[src/rtl/uart_tx_ctrl.sv]
// UART transmit sequencer: pops one byte per frame from the TX FIFO and serialises it as
// start, 5-8 data bits LSB first, optional parity and 1 or 2 stop bits on a 16x baud tick.
module uart_tx_ctrl #(
    parameter int unsigned OVS = 16
) (
    input  logic       clk,
    input  logic       reset_n,
    input  logic       baud_tick,
    input  logic       tx_en,
    input  logic [1:0] data_bits,
    input  logic       parity_en,
    input  logic       parity_even,
    input  logic       stop2,
    input  logic       txff_empty,
    input  logic [7:0] tx_data_out,
    output logic       tx_rd,
    output logic       tx,
    output logic       tx_busy,
    output logic       frame_done
);

    localparam int unsigned TW = (OVS > 1) ? $clog2(OVS) : 1;
    localparam logic [TW-1:0] TickLast = TW'(OVS - 1);

    typedef enum logic [2:0] {StIdle, StStart, StData, StParity, StStop} state_e;

    state_e      state_q;
    logic [TW-1:0] tick_q;
    logic [2:0]  bit_idx_q;
    logic        stop_cnt_q;
    logic [7:0]  shreg_q;
    logic [1:0]  nbits_q;
    logic        par_en_q;
    logic        par_bit_q;
    logic        stop2_q;
    logic        tx_q;
    logic        tx_rd_q;
    logic        tx_busy_q;
    logic        frame_done_q;

    logic [7:0] cap_mask;
    logic       cap_parity;
    logic       bit_end;
    logic       last_bit;

    // Parity is fixed at capture so later config changes cannot disturb the frame.
    assign cap_mask   = 8'hFF >> (2'd3 - data_bits);
    assign cap_parity = (^(tx_data_out & cap_mask)) ^ ~parity_even;
    assign bit_end    = baud_tick && (tick_q == TickLast);
    assign last_bit   = (bit_idx_q == ({1'b0, nbits_q} + 3'd4));

    always_ff @(posedge clk or negedge reset_n) begin
        if (!reset_n) begin
            state_q      <= StIdle;
            tick_q       <= '0;
            bit_idx_q    <= '0;
            stop_cnt_q   <= 1'b0;
            shreg_q      <= '0;
            nbits_q      <= '0;
            par_en_q     <= 1'b0;
            par_bit_q    <= 1'b0;
            stop2_q      <= 1'b0;
            tx_q         <= 1'b1;
            tx_rd_q      <= 1'b0;
            tx_busy_q    <= 1'b0;
            frame_done_q <= 1'b0;
        end else begin
            tx_rd_q      <= 1'b0;
            frame_done_q <= 1'b0;
            if (state_q != StIdle && baud_tick) begin
                tick_q <= bit_end ? '0 : tick_q + 1'b1;
            end
            case (state_q)
                StIdle: begin
                    if (tx_en && !txff_empty) begin
                        state_q   <= StStart;
                        tx_rd_q   <= 1'b1;
                        shreg_q   <= tx_data_out;
                        nbits_q   <= data_bits;
                        par_en_q  <= parity_en;
                        par_bit_q <= cap_parity;
                        stop2_q   <= stop2;
                        tick_q    <= '0;
                        tx_q      <= 1'b0;
                        tx_busy_q <= 1'b1;
                    end
                end
                StStart: begin
                    if (bit_end) begin
                        state_q   <= StData;
                        bit_idx_q <= '0;
                        tx_q      <= shreg_q[0];
                    end
                end
                StData: begin
                    if (bit_end) begin
                        shreg_q <= shreg_q >> 1;
                        if (last_bit) begin
                            if (par_en_q) begin
                                state_q <= StParity;
                                tx_q    <= par_bit_q;
                            end else begin
                                state_q    <= StStop;
                                stop_cnt_q <= 1'b0;
                                tx_q       <= 1'b1;
                            end
                        end else begin
                            bit_idx_q <= bit_idx_q + 3'd1;
                            tx_q      <= shreg_q[1];
                        end
                    end
                end
                StParity: begin
                    if (bit_end) begin
                        state_q    <= StStop;
                        stop_cnt_q <= 1'b0;
                        tx_q       <= 1'b1;
                    end
                end
                StStop: begin
                    if (bit_end) begin
                        if (stop2_q && !stop_cnt_q) begin
                            stop_cnt_q <= 1'b1;
                        end else begin
                            state_q      <= StIdle;
                            frame_done_q <= 1'b1;
                            tx_busy_q    <= 1'b0;
                        end
                    end
                end
                default: begin
                    state_q   <= StIdle;
                    tx_q      <= 1'b1;
                    tx_busy_q <= 1'b0;
                end
            endcase
        end
    end

    assign tx_rd      = tx_rd_q;
    assign tx         = tx_q;
    assign tx_busy    = tx_busy_q;
    assign frame_done = frame_done_q;

endmodule

[config.mk]
export PLATFORM = sky130hd
export DESIGN_NAME = uart_tx_ctrl
export DESIGN_NICKNAME = d
export VERILOG_FILES = /design/src/rtl/uart_tx_ctrl.sv
export SDC_FILE = /design/constraint.sdc
export NUM_CORES = 1
export LEC_CHECK = 0
export CAP_MARGIN = 15
export CORE_MARGIN = 2
export CORE_UTILIZATION = 50
export CTS_BUF_LIST = sky130_fd_sc_hd__clkbuf_16
export DETAILED_ROUTE_END_ITERATION = 7
export GPL_TIMING_DRIVEN = 0
export PLACE_DENSITY = 0.74
export SYNTH_ARGS = -nofsm -noshare
export SYNTH_HDL_FRONTEND = slang
export SYNTH_SLANG_ARGS = --single-unit
export TNS_END_PERCENT = 5
[constraint.sdc]
create_clock -name clk -period 2.6 [get_ports clk]
set_input_delay 0.26 -clock clk [delete_from_list [all_inputs] [get_ports clk]]
set_output_delay 0.26 -clock clk [all_outputs]
set_load 0.005 [all_outputs]
==> metrics, run 1 <==
Max FO, Critical Path 8; grt total ovfl 0; RePlAce Congestion between 0.8 and 0.9; number of buffers added on ports 21; WS Path Type input port to register; post_cts resized 0; outcome finished clean; Layout area overhead 23.57%; routed via count 1213; Worst EP required 2.75 ns; die width 60.15 µm; fin util 64.34%; sequential fraction of the synthesis area 44.52%; vias in the first global route 1196; Die Y 60.15 µm; global-route wire length before repair 5361 µm; post-synthesis async set-or-reset flop share between 90% and 100%; crit path capture type register; core area around 0.003 mm²; Yosys cell types 47; Worst-path clk slew 0.06 ns; max cap viols 0; Avg WL per Cell 14.55 µm; Starting Density 52.07%; Syn. warnings 0; Hold Fails Final Rpt 0; Setup-failing EPs final 0; EDFF count, synth 0; RR Endpoint shreg_q[5]; Synth Flop Type dfrtp_1; syn_nets 168; Synth Area per Inst 10.65 µm²; # clock sinks 28; Mapped Cells about 150; Core Rows 20; Total GRT Usage between 20 and 25%; H-tree depth 1; min Tclk post-route 1.894 ns; post-DP HPWL 2405 µm; Max Slew Vio Count 0; CTS tree built; die area 0.003618 mm²; fmax 528.1 MHz; setup bufs post-CTS 0; vias per cell 5.564; number of nets in the layout ~200; most frequent cells in the layout 27 x dfrtp_1, 21 x clkdlybuf4s50_1, 19 x nand2_1; Antenna Cells 0; wirelength, routed 3171 µm; Routed Antenna Nets 0; largest net degree at the start of global routing 20; initial antenna violation count 0; Finished Layout Cells 218; placed insts 214; FF-to-FF setup slack 0.72 ns; #FFs+latches synth 28; worst r2r src tick_q[0]; synthesized area 0.001577 mm²; Setup TNS Final 0 ns; drt drc 0; worst skew pair latency 0.26 ns; R2R depth 7; TritonRoute pass-1 iters 4; origin of the worst setup path baud_tick; CP Launch Type input port; Worst EP arrival 2.04 ns; # IOs 22; P_leak roughly 0.84 nW; Clk Tree Root Cell clkbuf_16; layout cells sized above 1 16.67%; leading cell type in the layout, fill and taps excluded dfrtp_1; Max-slew headroom 62.28%; final setup skew 0.002112 ns; Final Cycle Share 72.83%; worst hold path type input port to async pin; Peak VDD IR 0.0005788 V; PD cells 807.6 mW/mm²; Least-Margin Pin Slew roughly 0.56 ns; Post-CTS Hold Buffers 0; RSZ-0062 raised after global routing false; drt first-iter violations 26; CTS Buf Count 3; clock tree buffer depth 2
==> Yosys cell counts (4+ instances only) <==
cell | instances | area share [%]
inv_1 | 4 | 0.95
nor2b_1 | 4 | 1.6
nand2_1 | 19 | 4.5
nor2_1 | 4 | 0.95
buf_6 | 4 | 2.9
a21oi_1 | 7 | 2.2
nand4_1 | 4 | 1.6
xnor2_1 | 5 | 2.8
mux2_4 | 7 | 6.7
dfrtp_1 | 27 | 43
mux2_2 | 7 | 5.0
o21ai_0 | 9 | 2.9
==> sequential cells by signal, summed over array words and instances (netlist names) <==
register    cells
tx              1
par_en_q        1
state_q         3
bit_idx_q       3
frame_done      1
tx_rd           1
shreg_q         8
tick_q          4
stop2_q         1
tx_busy         1
stop_cnt_q      1
nbits_q         2
par_bit_q       1
==> worst max path at each step <==
stage / to / slack [ns] / depth (start not counted)
floorplan: shreg_q[0] / 0.83 / 7
global placement: shreg_q[6] / 0.47 / 7
detailed placement: shreg_q[5] / 0.43 / 7
CTS: shreg_q[5] / 0.70 / 7
global route: shreg_q[0] / 0.62 / 5
finish: shreg_q[5] / 0.71 / 7
==> critical path, cell delays in order <==
cell,delay [ns]
clkdlybuf4s50_1,0.58
and4_1,0.23
buf_6,0.13
a21oi_2,0.06
or3_1,0.32
buf_6,0.16
mux2_4,0.30
==> metal layers <==
layer / GRT usage (%) / vias up / part of all wire [%]
li1: - / 594 / -
met1: 27.02 / 586 / 46
met2: 32.30 / 27 / 48
met3: 3.463 / 6 / 4.0
met4: 6.984 / 0 / 1.7
met5: 0 / - / 0
==> logic make-up (layout without fill, tap and decap cells) <==
kind of cell	count (synthesis)	in the layout	share of synthesized area, %
simple gates	46	46	15.63
flops	28	28	44.52
compound gates	36	36	15.24
mux	15	15	12.30
buf+inv	12	38	4.840
fa+ha+maj	2	2	1.587
xor+xnor	9	9	5.873
==> report_power, final <==
part	internal (W)	leakage [nW]	switching, W
Sequential	0.000594	0.343	0.000118
Combinational	0.000285	0.462	0.000230
Clock	0.000206	0.0385	0.000140
==> layout make-up <==
class	count	area [µm²]
buffer	7	57.56
clock buffer	3	75.07
clock inverter	1	3.754
fill	266	1080
inverter	5	18.77
multi-input combinational	108	798.3
sequential	28	701.9
tap	44	55.05
timing repair buffer	22	237.7
==> through the flow <==
step	hold slack, ns	total power (W)	setup slack (ns)	area (µm²)
final	0.3567	0.001573	0.7064	1948
after global routing	0.3962	0.001676	0.6152	1948
after CTS	0.3589	0.001578	0.6986	1948
after detailed placement	0.4717	0.001230	0.4334	1869
after global placement	0.4668	0.001188	0.4681	1842
after floorplan	-0.03559	0.001063	0.8317	1577
Power figures use the tool's default switching activity.
==> inputs of run 2 (changes only) <==
- clock period: 2.6 -> 1.88 ns (I/O delays scaled with it)
==> run 2 against run 1 <==
Compared with the run above:
- clock skew increased by 0.00096 ns
- hold slack lost 0.079 ns
- power is 41% higher
- utilization up 0.91 points
- routed wire length up 1.8%
- first-iteration DRC count up 35%
- largest cell class unchanged
- highest routed layer unchanged
==> metrics, run 2 (synthesized netlist as in run 1, its figures left out) <==
Avg WL per Cell 14.67 µm (+0.84%); crit path capture type register; Antenna Cells 0 (unchanged); Layout area overhead 25.32%; worst hold path type input port to async pin; most frequent cells in the layout 27 x dfrtp_1, 21 x clkdlybuf4s50_1, 19 x nand2_1; Max FO, Critical Path 8 (unchanged); CP max stage delay 0.38 ns (-0.20 ns); Post-CTS Hold Buffers 0 (unchanged); die area 0.003618 mm² (unchanged); worst skew pair latency 0.26 ns (about the same); final setup skew 0.003073 ns (+0.0009604 ns); routed via count 1233 (+1.6%); initial antenna violation count 0 (unchanged); max cap viols 0 (unchanged); core area 0.003028 mm² (unchanged); total power 0.002219 W (+41%); Peak VDD IR 0.0008014 V (+38%); Core Rows 20 (unchanged); Worst EP arrival 2.01 ns (-0.03 ns); PD cells 1123 mW/mm² (+39%); grt total ovfl 0 (unchanged); H-tree depth 1 (unchanged); critical path, cell by cell ha_2 -> and4_1 -> buf_6 -> a21oi_2 -> or3_1 -> buf_6 -> mux2_4; CP Launch Type register; worst path bufs/invs 2 (-1); CTS tree built; number of buffers added on ports 21 (unchanged); Clk Tree Root Cell clkbuf_16; Worst EP required 2.03 ns (-0.72 ns); RSZ-0062 raised after global routing true; Top reg by flops shreg_q; Max-slew headroom 63.73% (+1.5 points); Total GRT Usage 20.11% (+0.090 points); clock tree buffer depth 2 (unchanged); RePlAce Congestion 0.8301 (unchanged); Worst-path clk slew 0.07 ns (about the same); Setup-failing EPs final 0 (unchanged); vias per cell 5.605 (+0.72%); drt drc 0 (unchanged); vias in the first global route 1216 (+1.7%); TritonRoute pass-1 iters 4 (unchanged); post-DP HPWL 2405 µm (unchanged); Routed Antenna Nets 0 (unchanged); wirelength, routed 3227 µm (+1.8%); Max Slew Vio Count 0 (unchanged); die width 60.15 µm (unchanged); Least-Margin Pin Slew 0.5423 ns (-0.01922 ns); drt first-iter violations 35 (+35%); Largest regs shreg_q x8, tick_q x4; P_leak 0.8522 nW (+1.1%); layout cells sized above 1 19.32% (+2.7 points); slowest CP cell dfrtp_1; WS Path Type register to register; fmax 538.1 MHz; Worst path most repeated cell buf_6; # clock sinks 28 (unchanged); min Tclk post-route approximately 1.9 ns; Starting Density 52.07% (unchanged); max reg flops 8 (unchanged); largest net degree at the start of global routing 20 (unchanged); Hold Fails Final Rpt 0 (unchanged); # IOs 22 (unchanged); Placed Area 0.001869 mm² (unchanged); CTS Buf Count 3 (unchanged); leading cell type in the layout, fill and taps excluded dfrtp_1; global-route wire length before repair 5395 µm (+0.63%); Top delay family on crit path simple AND/OR/NAND/NOR gates; number of nets in the layout 197 (+1.0%); Die Y 60.15 µm (unchanged); Final Cell Area 0.001976 mm² (+1.4%); Final Cycle Share 98.85%; outcome finished clean
[run 2: what timing repair did]
action | in CTS | in global routing
gates cloned | 0 | 0
buffers inserted | 1 | 1
endpoints found under the setup margin | 1 | 10
gates resized for setup | 1 | 2
[run 2: where the power goes]
group / internal, W / switching, W / total (W)
Sequential: 0.000822 / 0.000162 / 0.000984
Combinational: 0.000423 / 0.000333 / 0.000756
Clock: 0.000285 / 0.000195 / 0.000480
[run 2: metal layers]
| metal | up-vias | part of all wire, % | track usage (%) |
|---|---|---|---|
| met1 | 601 | 46 | 26.75 |
| met4 | 0 | 1.7 | 6.984 |
| met5 | - | 0 | 0 |
| li1 | 597 | - | - |
| met2 | 28 | 48 | 32.92 |
| met3 | 7 | 4.5 | 3.463 |
[run 2: worst register-to-register path, cell delays in order, from the launching register on]
cell and delay, ns:
dfrtp_1 0.38, ha_2 0.20, and4_1 0.20, buf_6 0.13, a21oi_2 0.06, or3_1 0.32, buf_6 0.16, mux2_4 0.30
[run 2: final cells by class]
type / count / area, µm²
buffer: 7 / 57.56
clock buffer: 3 / 75.07
clock inverter: 1 / 3.754
fill: 269 / 1052
inverter: 5 / 18.77
multi-input combinational: 108 / 810.8
sequential: 28 / 701.9
tap: 44 / 55.05
timing repair buffer: 24 / 252.7
[run 2: metrics by stage]
stage               TNS [ns]  worst slack [ns]  hold slack, ns  cells  util, %
floorplan                  0            0.1117         -0.1076    148        -
global placement      -1.308           -0.1799          0.4668    213    60.83
detailed placement    -1.564           -0.2146          0.4717    214    61.74
CTS                        0           0.01874          0.2869    219    64.75
global route         -0.1309          -0.02389          0.3242    220    65.25
finish                     0           0.02167          0.2781    220    65.25
[run 2: final timing paths]
kind	startpoint	to	slack (ns)	depth (start not counted)
min in group clk	stop2	stop2_q	0.45	3
setup / recovery	tick_q[1]	shreg_q[5]	0.02	7
hold reg to reg	par_bit_q	par_bit_q	0.49	2
setup reg to reg	tick_q[1]	shreg_q[5]	0.02	7
hold / removal	reset_n	tick_q[2]	0.28	1
max in group asynchronous	reset_n	tx	1.04	2
==> inputs of run 3 (changes only) <==
- CELL_PAD_IN_SITES_DETAIL_PLACEMENT: not set -> 1
- CELL_PAD_IN_SITES_GLOBAL_PLACEMENT: not set -> 1
- CORE_UTILIZATION: 50 -> 42
- PLACE_DENSITY: 0.74 -> not set
- PLACE_DENSITY_LB_ADDON: not set -> 0.1
==> run 3 against run 2 <==
Compared with the run above:
- via count rose by 4.2%
- critical path depth did not move
- sequential power rose by 0.8%
- count of clock-buffer cells in the layout did not move
- first-iteration DRC count fell by 2.9%
- combinational power rose by 5.6%
- register-to-register slack barely moved
- maximum frequency rose by 0.12%
- largest cell class unchanged
==> metrics, run 3 (synthesized netlist as in run 1, its figures left out) <==
outcome finished clean; # IOs 22 (unchanged); Worst EP arrival 2.01 ns (about the same); Post-CTS Hold Buffers 0 (unchanged); Layout area overhead 28.33%; number of buffers added on ports 21 (unchanged); Total GRT Usage 19.74% (-0.37 points); max cap viols 0 (unchanged); RePlAce Congestion 0.7725 (-6.9%); Clk Tree Root Cell clkbuf_16; number of nets in the layout 202 (+2.5%); core area 0.003633 mm² (+20%); global-route wire length before repair 6458 µm (+20%); CP max stage delay 0.37 ns (about the same); worst hold path type input port to async pin; final setup skew 0.005274 ns (+0.002202 ns); leading cell type in the layout, fill and taps excluded dfrtp_1; worst skew pair latency 0.27 ns (about the same); vias per cell 5.611 (+0.12%); Hold Fails Final Rpt 0 (unchanged); placed insts 218 (+1.9%); die area 0.004260 mm² (+18%); # clock sinks 28 (unchanged); routed via count 1285 (+4.2%); Least-Margin Pin Slew 0.7609 ns (+0.2186 ns); slowest CP cell dfrtp_1; Core Rows 22 (+10%); min Tclk post-route 1.856 ns (-0.002240 ns); Setup-failing EPs final 0 (unchanged); largest net degree at the start of global routing 16 (-20%); Routed Antenna Nets 0 (unchanged); post-DP HPWL 2815 µm (+17%); crit path capture type register; origin of the worst setup path tick_q[1]; WS Path Type register to register; Finished Layout Cells 229 (+4.1%); Largest regs shreg_q x8, tick_q x4; Worst path most repeated cell buf_6; PD cells 1130 mW/mm² (+0.61%); drt first-iter violations 34 (-2.9%); fmax 538.8 MHz (+0.12%); vias in the first global route 1360 (+12%); critical path, cell by cell ha_2 -> and4_1 -> buf_6 -> a21oi_2 -> or3_4 -> buf_6 -> mux2_4; Die Y 65.27 µm (+8.5%); H-tree depth 1 (unchanged); RSZ-0062 raised after global routing true; Max Slew Vio Count 0 (unchanged); CTS tree built; Worst-path clk slew 0.07 ns (about the same); Final Cycle Share 98.73% (-0.12 points); Max FO, Critical Path 8 (unchanged); Starting Density 43.39% (-8.7 points); max reg flops 8 (unchanged); drt drc 0 (unchanged); CP Launch Type register; grt total ovfl 0 (unchanged); TritonRoute pass-1 iters 4 (unchanged); CTS Buf Count 3 (unchanged); WHS 0.3694 ns (+0.09132 ns); initial antenna violation count 0 (unchanged); # fillers 408 (+52%); Peak VDD IR 0.0004671 V (-42%); worst r2r src tick_q[1]; Worst EP required 2.03 ns (about the same); layout cells sized above 1 22.10% (+2.8 points); Antenna Cells 0 (unchanged); P_leak 0.8804 nW (+3.3%); most frequent cells in the layout 27 x dfrtp_1, 21 x clkdlybuf4s50_1, 19 x nand2_1; die width 65.27 µm (+8.5%); wirelength, routed 3885 µm (+20%); Max-slew headroom 49.11% (-15 points); clock tree buffer depth 2 (unchanged); Top reg by flops shreg_q; Avg WL per Cell 16.97 µm (+16%)
-- run 3: stage by stage --
| stage | TNS, ns | instance area [µm²] | util [%] | total power [W] | worst slack [ns] |
|---|---|---|---|---|---|
| after CTS | 0 | 1973 | 54.30 | 0.002247 | 0.01829 |
| after global placement | -1.448 | 1847 | 50.83 | 0.001656 | -0.1996 |
| after detailed placement | -1.957 | 1874 | 51.58 | 0.001720 | -0.2558 |
| after global routing | -0.4684 | 2023 | 55.68 | 0.002429 | -0.07119 |
| after floorplan | 0 | 1577 | - | 0.001470 | 0.1117 |
| final | 0 | 2023 | 55.68 | 0.002287 | 0.02391 |
-- run 3: worst max-delay path, delay by kind of cell (launching register included) --
| family | cells | cell delay, ns |
|---|---|---|
| flip-flops | 1 | 0.37 |
| AO/OA/AOI/OAI | 1 | 0.06 |
| adder cells (fa/ha/maj) | 1 | 0.20 |
| multiplexers | 1 | 0.29 |
| AND/OR/NAND/NOR | 2 | 0.54 |
| buffers and inverters | 2 | 0.29 |
-- run 3: what timing repair did --
action	4_1_cts	5_1_grt
setup buffers	2	5
pin swaps	0	1
resized for setup	1	3
endpoints found under the hold margin	0	0
gates cloned	0	0
setup endpoints to repair	7	9
-- run 3: area by class of cell --
cell class                      count  area (µm²)  area share, %
Buffer                              7       57.56          2.845
Clock buffer                        3       75.07          3.711
Clock inverter                      1       3.754         0.1855
Inverter                            5       18.77         0.9276
Multi-Input combinational cell    108       815.8          40.32
Sequential cell                    28       701.9          34.69
Tap cell                           48       60.06          2.968
Timing Repair Buffer               29       290.3          14.35
-- run 3: report_power, final --
part | switching (W) | internal [W] | leakage [nW]
logic | 0.000348 | 0.000450 | 0.499
clock network | 0.000211 | 0.000286 | 0.0385
registers | 0.000171 | 0.000822 | 0.343
-- run 3: worst paths after layout --
kind                              end  slack [ns]  cells after the start
min in group clk              stop2_q        0.46                      3
setup reg to reg           shreg_q[4]        0.02                      7
setup / recovery           shreg_q[4]        0.02                      7
hold / removal             shreg_q[1]        0.37                      1
max in group asynchronous  nbits_q[1]        0.97                      2
hold reg to reg            stop_cnt_q        0.50                      1
-- run 3: metal layers --
metal / part of all wire [%] / GRT usage (%) / routed length [µm] / up-vias
met5: 0 / 0 / 0 / -
met3: 3.0 / 2.055 / 118 / 4
met4: 1.0 / 4.688 / 40 / 0
met2: 52 / 34.57 / 2007 / 24
li1: - / - / - / 603
met1: 44 / 26.27 / 1718 / 654
